===== src/rtl/seq_playback.sv =====
// seq_playback: walks the colour-sequence ROM from address 0 to L-1.
// Each step is shown on the LEDs for ON_CYCLES and then blanked for OFF_CYCLES.
// busy/done tell the game FSM when the playback has finished.
//
//   state  | meaning
//   -------+-------------------------------------------------------------
//   IDLE   | waiting for start; level is sampled together with start
//   LOAD   | one cycle to let the ROM settle on the current address
//   SHOW   | pattern held on the LEDs, ON_CYCLES total
//   GAP    | LEDs blank, OFF_CYCLES total; then next step or finish
//   FIN    | one-cycle done pulse, address returns to 0
module seq_playback #(
    parameter int ON_CYCLES  = 25_000_000,
    parameter int OFF_CYCLES = 12_500_000
) (
    input  logic       clk,
    input  logic       rst_n,
    input  logic       start,
    input  logic [4:0] level,
    output logic [3:0] address,
    input  logic [3:0] pattern_in,
    output logic [3:0] leds,
    output logic       busy,
    output logic       done
);

    localparam int MAX_CYCLES = (ON_CYCLES > OFF_CYCLES) ? ON_CYCLES : OFF_CYCLES;
    localparam int TW         = $clog2(MAX_CYCLES) + 1;

    // Terminal counts; the timer stops at N-1 so it can never overflow.
    localparam logic [TW-1:0] ON_LAST  = TW'(ON_CYCLES - 1);
    localparam logic [TW-1:0] OFF_LAST = TW'(OFF_CYCLES - 1);

    typedef enum logic [2:0] {
        S_IDLE = 3'd0,
        S_LOAD = 3'd1,
        S_SHOW = 3'd2,
        S_GAP  = 3'd3,
        S_FIN  = 3'd4
    } state_t;

    state_t          r_state;
    state_t          w_next;
    logic [TW-1:0]   r_timer;
    logic [3:0]      r_addr;
    logic [3:0]      r_leds;
    logic [3:0]      r_last;
    logic [3:0]      w_last;
    logic            w_show_end;
    logic            w_gap_end;
    logic            w_last_step;
    logic            w_busy;
    logic            w_done;

    // Index of the final step; any level of 16 or more plays all 16 entries.
    assign w_last      = (level >= 5'd16) ? 4'd15 : (level[3:0] - 4'd1);
    assign w_show_end  = (r_timer == ON_LAST);
    assign w_gap_end   = (r_timer == OFF_LAST);
    assign w_last_step = (r_addr == r_last);

    // State register.
    always_ff @(posedge clk or negedge rst_n) begin
        if (!rst_n) begin
            r_state <= S_IDLE;
        end else begin
            r_state <= w_next;
        end
    end

    // Next-state decode.
    always_comb begin
        w_next = r_state;
        case (r_state)
            S_IDLE: begin
                if (start) begin
                    w_next = (level == 5'd0) ? S_FIN : S_LOAD;
                end
            end
            S_LOAD: w_next = S_SHOW;
            S_SHOW: begin
                if (w_show_end) begin
                    w_next = S_GAP;
                end
            end
            S_GAP: begin
                if (w_gap_end) begin
                    w_next = w_last_step ? S_FIN : S_LOAD;
                end
            end
            S_FIN:   w_next = S_IDLE;
            default: w_next = S_IDLE;
        endcase
    end

    // Status outputs decoded from the state register only.
    always_comb begin
        w_busy = 1'b0;
        w_done = 1'b0;
        case (r_state)
            S_LOAD, S_SHOW, S_GAP: w_busy = 1'b1;
            S_FIN:                 w_done = 1'b1;
            default: begin
                w_busy = 1'b0;
                w_done = 1'b0;
            end
        endcase
    end

    // Step timer: counts up to the terminal value of the current phase.
    always_ff @(posedge clk or negedge rst_n) begin
        if (!rst_n) begin
            r_timer <= '0;
        end else begin
            case (r_state)
                S_SHOW:  r_timer <= w_show_end ? '0 : (r_timer + 1'b1);
                S_GAP:   r_timer <= w_gap_end  ? '0 : (r_timer + 1'b1);
                default: r_timer <= '0;
            endcase
        end
    end

    // Address, latched level and LED drive.
    always_ff @(posedge clk or negedge rst_n) begin
        if (!rst_n) begin
            r_addr <= 4'd0;
            r_leds <= 4'd0;
            r_last <= 4'd0;
        end else begin
            case (r_state)
                S_IDLE: begin
                    r_leds <= 4'd0;
                    if (start && (level != 5'd0)) begin
                        r_addr <= 4'd0;
                        r_last <= w_last;
                    end
                end
                S_LOAD: begin
                    r_leds <= pattern_in;
                end
                S_SHOW: begin
                    if (w_show_end) begin
                        r_leds <= 4'd0;
                    end
                end
                S_GAP: begin
                    // The address stops at the last step, so it never wraps.
                    if (w_gap_end && !w_last_step) begin
                        r_addr <= r_addr + 4'd1;
                    end
                end
                S_FIN: begin
                    r_leds <= 4'd0;
                    r_addr <= 4'd0;
                end
                default: begin
                    r_leds <= 4'd0;
                    r_addr <= 4'd0;
                end
            endcase
        end
    end

    assign address = r_addr;
    assign leds    = r_leds;
    assign busy    = w_busy;
    assign done    = w_done;

endmodule


===== config.mk =====
export PLATFORM = sky130hd
export DESIGN_NAME = seq_playback
export DESIGN_NICKNAME = d
export VERILOG_FILES = /design/src/rtl/seq_playback.sv
export SDC_FILE = /design/constraint.sdc
export NUM_CORES = 1
export LEC_CHECK = 0
export ABC_AREA = 0
export CORE_MARGIN = 10
export CORE_UTILIZATION = 56
export CTS_BUF_LIST = sky130_fd_sc_hd__clkbuf_8 sky130_fd_sc_hd__clkbuf_16
export DETAILED_ROUTE_END_ITERATION = 16
export GPL_ROUTABILITY_DRIVEN = 1
export PLACE_DENSITY = 0.83
export SYNTH_ARGS = -nofsm -noshare
export SYNTH_HDL_FRONTEND = slang
export SYNTH_SLANG_ARGS = --single-unit

===== constraint.sdc =====
create_clock -name clk -period 2.4 [get_ports clk]
set_input_delay 0.24 -clock clk [delete_from_list [all_inputs] [get_ports clk]]
set_output_delay 0.24 -clock clk [all_outputs]
set_load 0.05 [all_outputs]

==> flow_summary.json, run 1 <==
{
  "status": "finished, final reports clean",
  "pwr-share-comb": 0.063,
  "cts_root_buffer": "clkbuf_8",
  "synth_async_sr_flop_share": 1.00,
  "drtAntennaViolNets": 0,
  "globalplace.congestion": 0.819,
  "synthDominantAreaCellType": "dfrtp_1",
  "post-synth-top-count-cell": "dfrtp_1",
  "portBuffers": 21,
  "drt_drc_violations_left": 0,
  "post_synth_inst_count": 225,
  "fin_crit_sh": 0.949,
  "final_layout_size_suffix_gt1_frac": 0.113,
  "synth_cell_type_count": 45,
  "cts_resized": 0,
  "cp_max_fo": 5,
  "crit_buf_inv": 0,
  "clock_power_share": 0.355,
  "design_power_total_mw": 1.21,
  "grt_first_pass_wirelength_mm": 7.66,
  "achievable-frequency_ghz": 0.439,
  "synthTopCellsByArea": "dfrtp_1, xor2_1, nor2_1, xnor2_1, nand4_1",
  "ff2ff_path_depth": 5,
  "start_kind": "register",
  "post-route-cell-area_sq_um": 2580,
  "cts_sinks": 41,
  "fin_skew_ns": 0.00965,
  "syn_nets": 241,
  "power_leakage_nw": 1.17,
  "placement_rows": 22,
  "total_routed_length_mm": 4.41,
  "post-cts-setup-buffers": 0,
  "num_vias": 1745,
  "regArea_sq_um": 1030,
  "clock_transition_at_the_register_clock_pins_on_the_worst_setup_and_hold_paths_after_cts_ns": 0.08,
  "seq_power_share": 0.583,
  "proportion_of_netlist_area_held_by_the_largest_area_contributor": 0.464,
  "layout_fillers": 302,
  "timing.slew.headroom": 0.401,
  "fp.dieArea_sq_um": 6860,
  "post_synth_instance_area_sq_um": 2210,
  "final.min_clock_period_ns": 2.28,
  "worst-setup-path-type": "register to register",
  "worst_slew_pin_slew_ns": 0.898,
  "diodes": 0,
  "final.hold.worst_slack_ns": 0.0693,
  "hp-class": "input pin to asynchronous set/reset pin",
  "levels_on_crit_path": 5,
  "setup_repair_after_global_routing_missed_its_margin": "false",
  "ys_seq_area_frac": 0.464,
  "max-cap-violations": 0,
  "finish.net_count": 271,
  "timing.critical_path.cells": "or4_4 > or4_4 > nor3_4 > a21oi_1 > a211o_1",
  "initial_core_util": 0.590,
  "coreArea_sq_um": 3740,
  "cts_tree": "built",
  "cell_internal_pwr_mw": 0.930,
  "die_height_microns": 82.8,
  "crit_end": "address[2]",
  "antenna_found_initial": 0,
  "cts_buffers": 5,
  "boundary_pin_count": 22,
  "detail_route.iter0.violations": 65,
  "cellPowerDensity_nw_per_um2": 468,
  "floorplan.die.width_microns": 82.8,
  "cp_slowest_stage_delay_ns": 0.56,
  "globalRouteTotalUtil": 0.130,
  "critPathArrivalTime_ns": 2.46,
  "max_transition_viols_final": 0,
  "ys.warnings.count": 0,
  "viasPerCell": 5.74,
  "multi_input_comb_area_sq_um": 1130,
  "crit_family": "simple AND/OR/NAND/NOR gates",
  "worstSkewPairLatency_ns": 0.30,
  "syn_to_final_growth_pct": 16.9,
  "critPathSlowestCell": "or4_4",
  "fin_hold_viols": 0,
  "reg2reg_setup_slack_ns": 0.12,
  "grt_start_max_net_pins": 42,
  "report.final.setup_viol": 0,
  "crit-reg2reg-launch": "r_timer[7]",
  "final_cell_count_no_fill": 304,
  "net_switching_fraction_of_the_power": 0.231,
  "detail_route.wl_per_cell_microns": 14.5,
  "worst_path_most_repeated_cell": "or4_4",
  "synthesized_area_per_cell_sq_um": 9.82,
  "fin_ws_ns": 0.123,
  "clock_path_buffers": 2,
  "ys_seq_elements": 41,
  "peakVddDrop_v": 0.000296,
  "reg2reg_to": "address[2]",
  "post-place-ws_ns": 0.0803,
  "globalRouteOverflowTotal": 0,
  "drt-pass1-iter-count": 4,
  "placement.cell_area_sq_um": 2500,
  "cts-htree-levels": 2,
  "place.detailed.hpwl_mm": 3.31,
  "synth-main-ff-cell": "dfrtp_1",
  "first_global_vias": 1672,
  "synth_common_cells": "dfrtp_1, nor2_1, xor2_1",
  "power.net_switching_mw": 0.279,
  "tns_ns": 0,
  "critPathCaptureType": "register",
  "layout.core_utilization": 0.690,
  "dpl.cell_count": 296,
  "timing.critical_path.from": "r_timer[7]",
  "synth_edf_count": 0,
  "crit_required_ns": 2.59,
  "number_of_buffers_inserted_for_hold_repair_after_clock_tree_synthesis": 0
}
-- cell type report --
type,instances,share of cell area
repair buffers,28,0.105
inverters,3,0.00436
multi-input cells,176,0.439
well taps,48,0.0232
clock buffers,5,0.0266
clock inverters,3,0.00533
flip-flops and latches,41,0.397
-- placed cells by master, fill, tap and decap left out, types with 6 or more instances in the layout --
cell type,count
xnor2_1,9
and3_1,7
dfrtp_1,41
nor3_1,7
nand3_1,9
nor2_1,36
xor2_1,21
nor4_1,6
nand4_1,10
clkdlybuf4s50_1,20
nand2_1,16
buf_4,6
-- how the worst min path moves through the flow --
stage / startpoint / to / slack [ns] / cells past startpoint
after floorplan: rst_n / address[0] / -0.06 / 0
after global placement: rst_n / r_timer[13] / 0.42 / 1
after detailed placement: rst_n / r_timer[13] / 0.42 / 1
after CTS: rst_n / address[3] / 0.09 / 1
after global routing: rst_n / address[2] / 0.14 / 1
final: rst_n / address[3] / 0.07 / 1
-- power by group through the flow --
| stage | Clock [mW] | Combinational [mW] | Sequential (mW) |
|---|---|---|---|
| 2_1_floorplan | 0 | 0.0192 | 0.730 |
| 3_3_place_gp | 0 | 0.0755 | 0.718 |
| 3_5_place_dp | 0 | 0.0774 | 0.718 |
| 4_1_cts | 0.440 | 0.0777 | 0.704 |
| 5_1_grt | 0.461 | 0.0842 | 0.705 |
| 6_report | 0.429 | 0.0758 | 0.704 |
-- state kept, by name (all words and copies together), names as in the netlist --
register,count
address,4
r_timer,26
r_state,3
r_last,4
leds,4
-- routing by layer --
metal  vias to the layer above  track usage  wire length, microns  part of all wire
li1                        856            -                     -                 -
met5                         -            0                     0                 0
met1                       851        0.152                  1890              0.43
met4                         0       0.0492                    65             0.015
met3                         6       0.0371                   223             0.051
met2                        32        0.217                  2230              0.51
-- kinds of logic after synthesis --
logic type / after synthesis / share of synthesized area
AND/OR/NAND/NOR: 118 / 0.292
flip-flops: 41 / 0.464
XOR/XNOR: 30 / 0.119
AO/OA/AOI/OAI: 23 / 0.0742
buffers and inverters: 8 / 0.0226
adder cells (fa/ha/maj): 4 / 0.0227
multiplexers: 1 / 0.00510
No activity file was read; power rests on OpenSTA's default activity.
==> inputs of run 2 (changes only) <==
Settings changed: CTS_CLUSTER_DIAMETER from default to 80.
==> results of run 2 <==
No change in the layout: final DEF, timing and power equal those of run 1.
==> inputs of run 3 (changes only) <==
Settings changed: SLEW_MARGIN from default to 40.
==> run 3 against run 2 <==
Compared with the run above:
- die area did not move
- critical endpoint unchanged
- power up 0.14%
- cell count is 0.33% higher
- count of clock-buffer cells in the layout unchanged
- register-to-register slack is essentially flat
- critical path type unchanged
==> flow_summary.json, run 3 (synthesis results as in run 1) <==
{
  "final_layout_size_suffix_gt1_frac": 0.113,
  "fin_hold_viols": 0,
  "timing.slew.headroom": 0.633,
  "syn_to_final_growth_pct": 17.5,
  "max_transition_viols_final": 0,
  "cts_root_buffer": "clkbuf_8",
  "hp-class": "input pin to asynchronous set/reset pin",
  "cts_sinks": 41,
  "drtAntennaViolNets": 0,
  "number_of_buffers_inserted_for_hold_repair_after_clock_tree_synthesis": 1,
  "portBuffers": 21,
  "report.final.setup_viol": 0,
  "reg2reg_setup_slack_ns": 0.12,
  "max-cap-violations": 0,
  "achievable-frequency_ghz": 0.439,
  "fin_ws_ns": 0.124,
  "start_kind": "register",
  "placement_rows": 22,
  "peakVddDrop_v": 0.000296,
  "critPathArrivalTime_ns": 2.46,
  "finish.net_count": 272,
  "grt_start_max_net_pins": 42,
  "worst-setup-path-type": "register to register",
  "layout_fillers": 301,
  "regMostFlops": "r_timer",
  "boundary_pin_count": 22,
  "cts_buffers": 5,
  "cellPowerDensity_nw_per_um2": 466,
  "clock_transition_at_the_register_clock_pins_on_the_worst_setup_and_hold_paths_after_cts_ns": 0.08,
  "globalRouteOverflowTotal": 0,
  "fp.dieArea_sq_um": 6860,
  "cts_tree": "built",
  "final.min_clock_period_ns": 2.28,
  "clock_path_buffers": 2,
  "first_global_vias": 1675,
  "globalRouteTotalUtil": 0.130,
  "crit_required_ns": 2.59,
  "power_leakage_nw": 1.18,
  "post-place-ws_ns": 0.0803,
  "post-cts-setup-buffers": 0,
  "place.detailed.hpwl_mm": 3.31,
  "globalplace.congestion": 0.819,
  "initial_core_util": 0.590,
  "diodes": 0,
  "cts_resized": 0,
  "final_common_cell": "dfrtp_1",
  "viasPerCell": 5.74,
  "fin_crit_sh": 0.948,
  "cp_max_fo": 5,
  "grt_first_pass_wirelength_mm": 7.67,
  "total_routed_length_mm": 4.42,
  "status": "finished, final reports clean",
  "final.hold.worst_slack_ns": 0.460,
  "worst_slew_pin_slew_ns": 0.546,
  "critPathCaptureType": "register",
  "num_vias": 1750,
  "worstSkewPairLatency_ns": 0.30,
  "die_height_microns": 82.8,
  "fin_skew_ns": 0.00952,
  "coreArea_sq_um": 3740,
  "final_cell_mix": "dfrtp_1, nor2_1, xor2_1",
  "setup_repair_after_global_routing_missed_its_margin": "false",
  "antenna_found_initial": 0,
  "detail_route.wl_per_cell_microns": 14.5,
  "flip_flop_count_of_the_largest_register_after_layout": 26,
  "tns_ns": 0,
  "floorplan.die.width_microns": 82.8,
  "drt_drc_violations_left": 0,
  "drt-pass1-iter-count": 4,
  "detail_route.iter0.violations": 59,
  "cts-htree-levels": 2
}
[run 3: per-layer routing]
| layer | wire length, microns | track usage | vias up | part of all wire |
|---|---|---|---|---|
| li1 | - | - | 856 | - |
| met1 | 1870 | 0.152 | 851 | 0.42 |
| met2 | 2230 | 0.217 | 37 | 0.50 |
| met3 | 257 | 0.0381 | 6 | 0.058 |
| met4 | 65 | 0.0492 | 0 | 0.015 |
| met5 | 0 | 0 | - | 0 |
[run 3: cell type report]
type	instances	area, sq um	area share
clock buffer	5	68.8	0.0265
clock inverter	3	13.8	0.00530
inverter	3	11.3	0.00434
multi-input combinational	176	1130	0.437
sequential	41	1030	0.395
tap	48	60.1	0.0231
timing repair buffer	29	283	0.109
[run 3: worst max-delay path, stage by stage (launching register included)]
cell	delay, ns
dfrtp_1	0.42
or4_4	0.55
or4_4	0.56
nor3_4	0.27
a21oi_1	0.11
a211o_1	0.27
[run 3: where the power goes]
group,internal [mW],total (mW),switching [mW]
Combinational,0.0350,0.0776,0.0426
Sequential,0.699,0.704,0.00544
Clock,0.197,0.429,0.231
[run 3: worst paths after layout]
path / to / start / depth (start not counted)
worst max register to register: address[2] / r_timer[7] / 5
max in group asynchronous: r_timer[25] / rst_n / 2
worst min-delay path: address[3] / rst_n / 2
worst max-delay path: address[2] / r_timer[7] / 5
min in group clk: r_timer[0] / r_timer[0] / 1
worst min register to register: r_timer[0] / r_timer[0] / 1
[run 3: through the flow]
step	util	std cells	area, sq um	power, mW
final	0.694	305	2600	1.21
after CTS	0.694	305	2600	1.22
after global routing	0.694	305	2600	1.25
after global placement	0.668	296	2500	0.794
after detailed placement	0.669	296	2500	0.796
after floorplan	-	225	2210	0.749
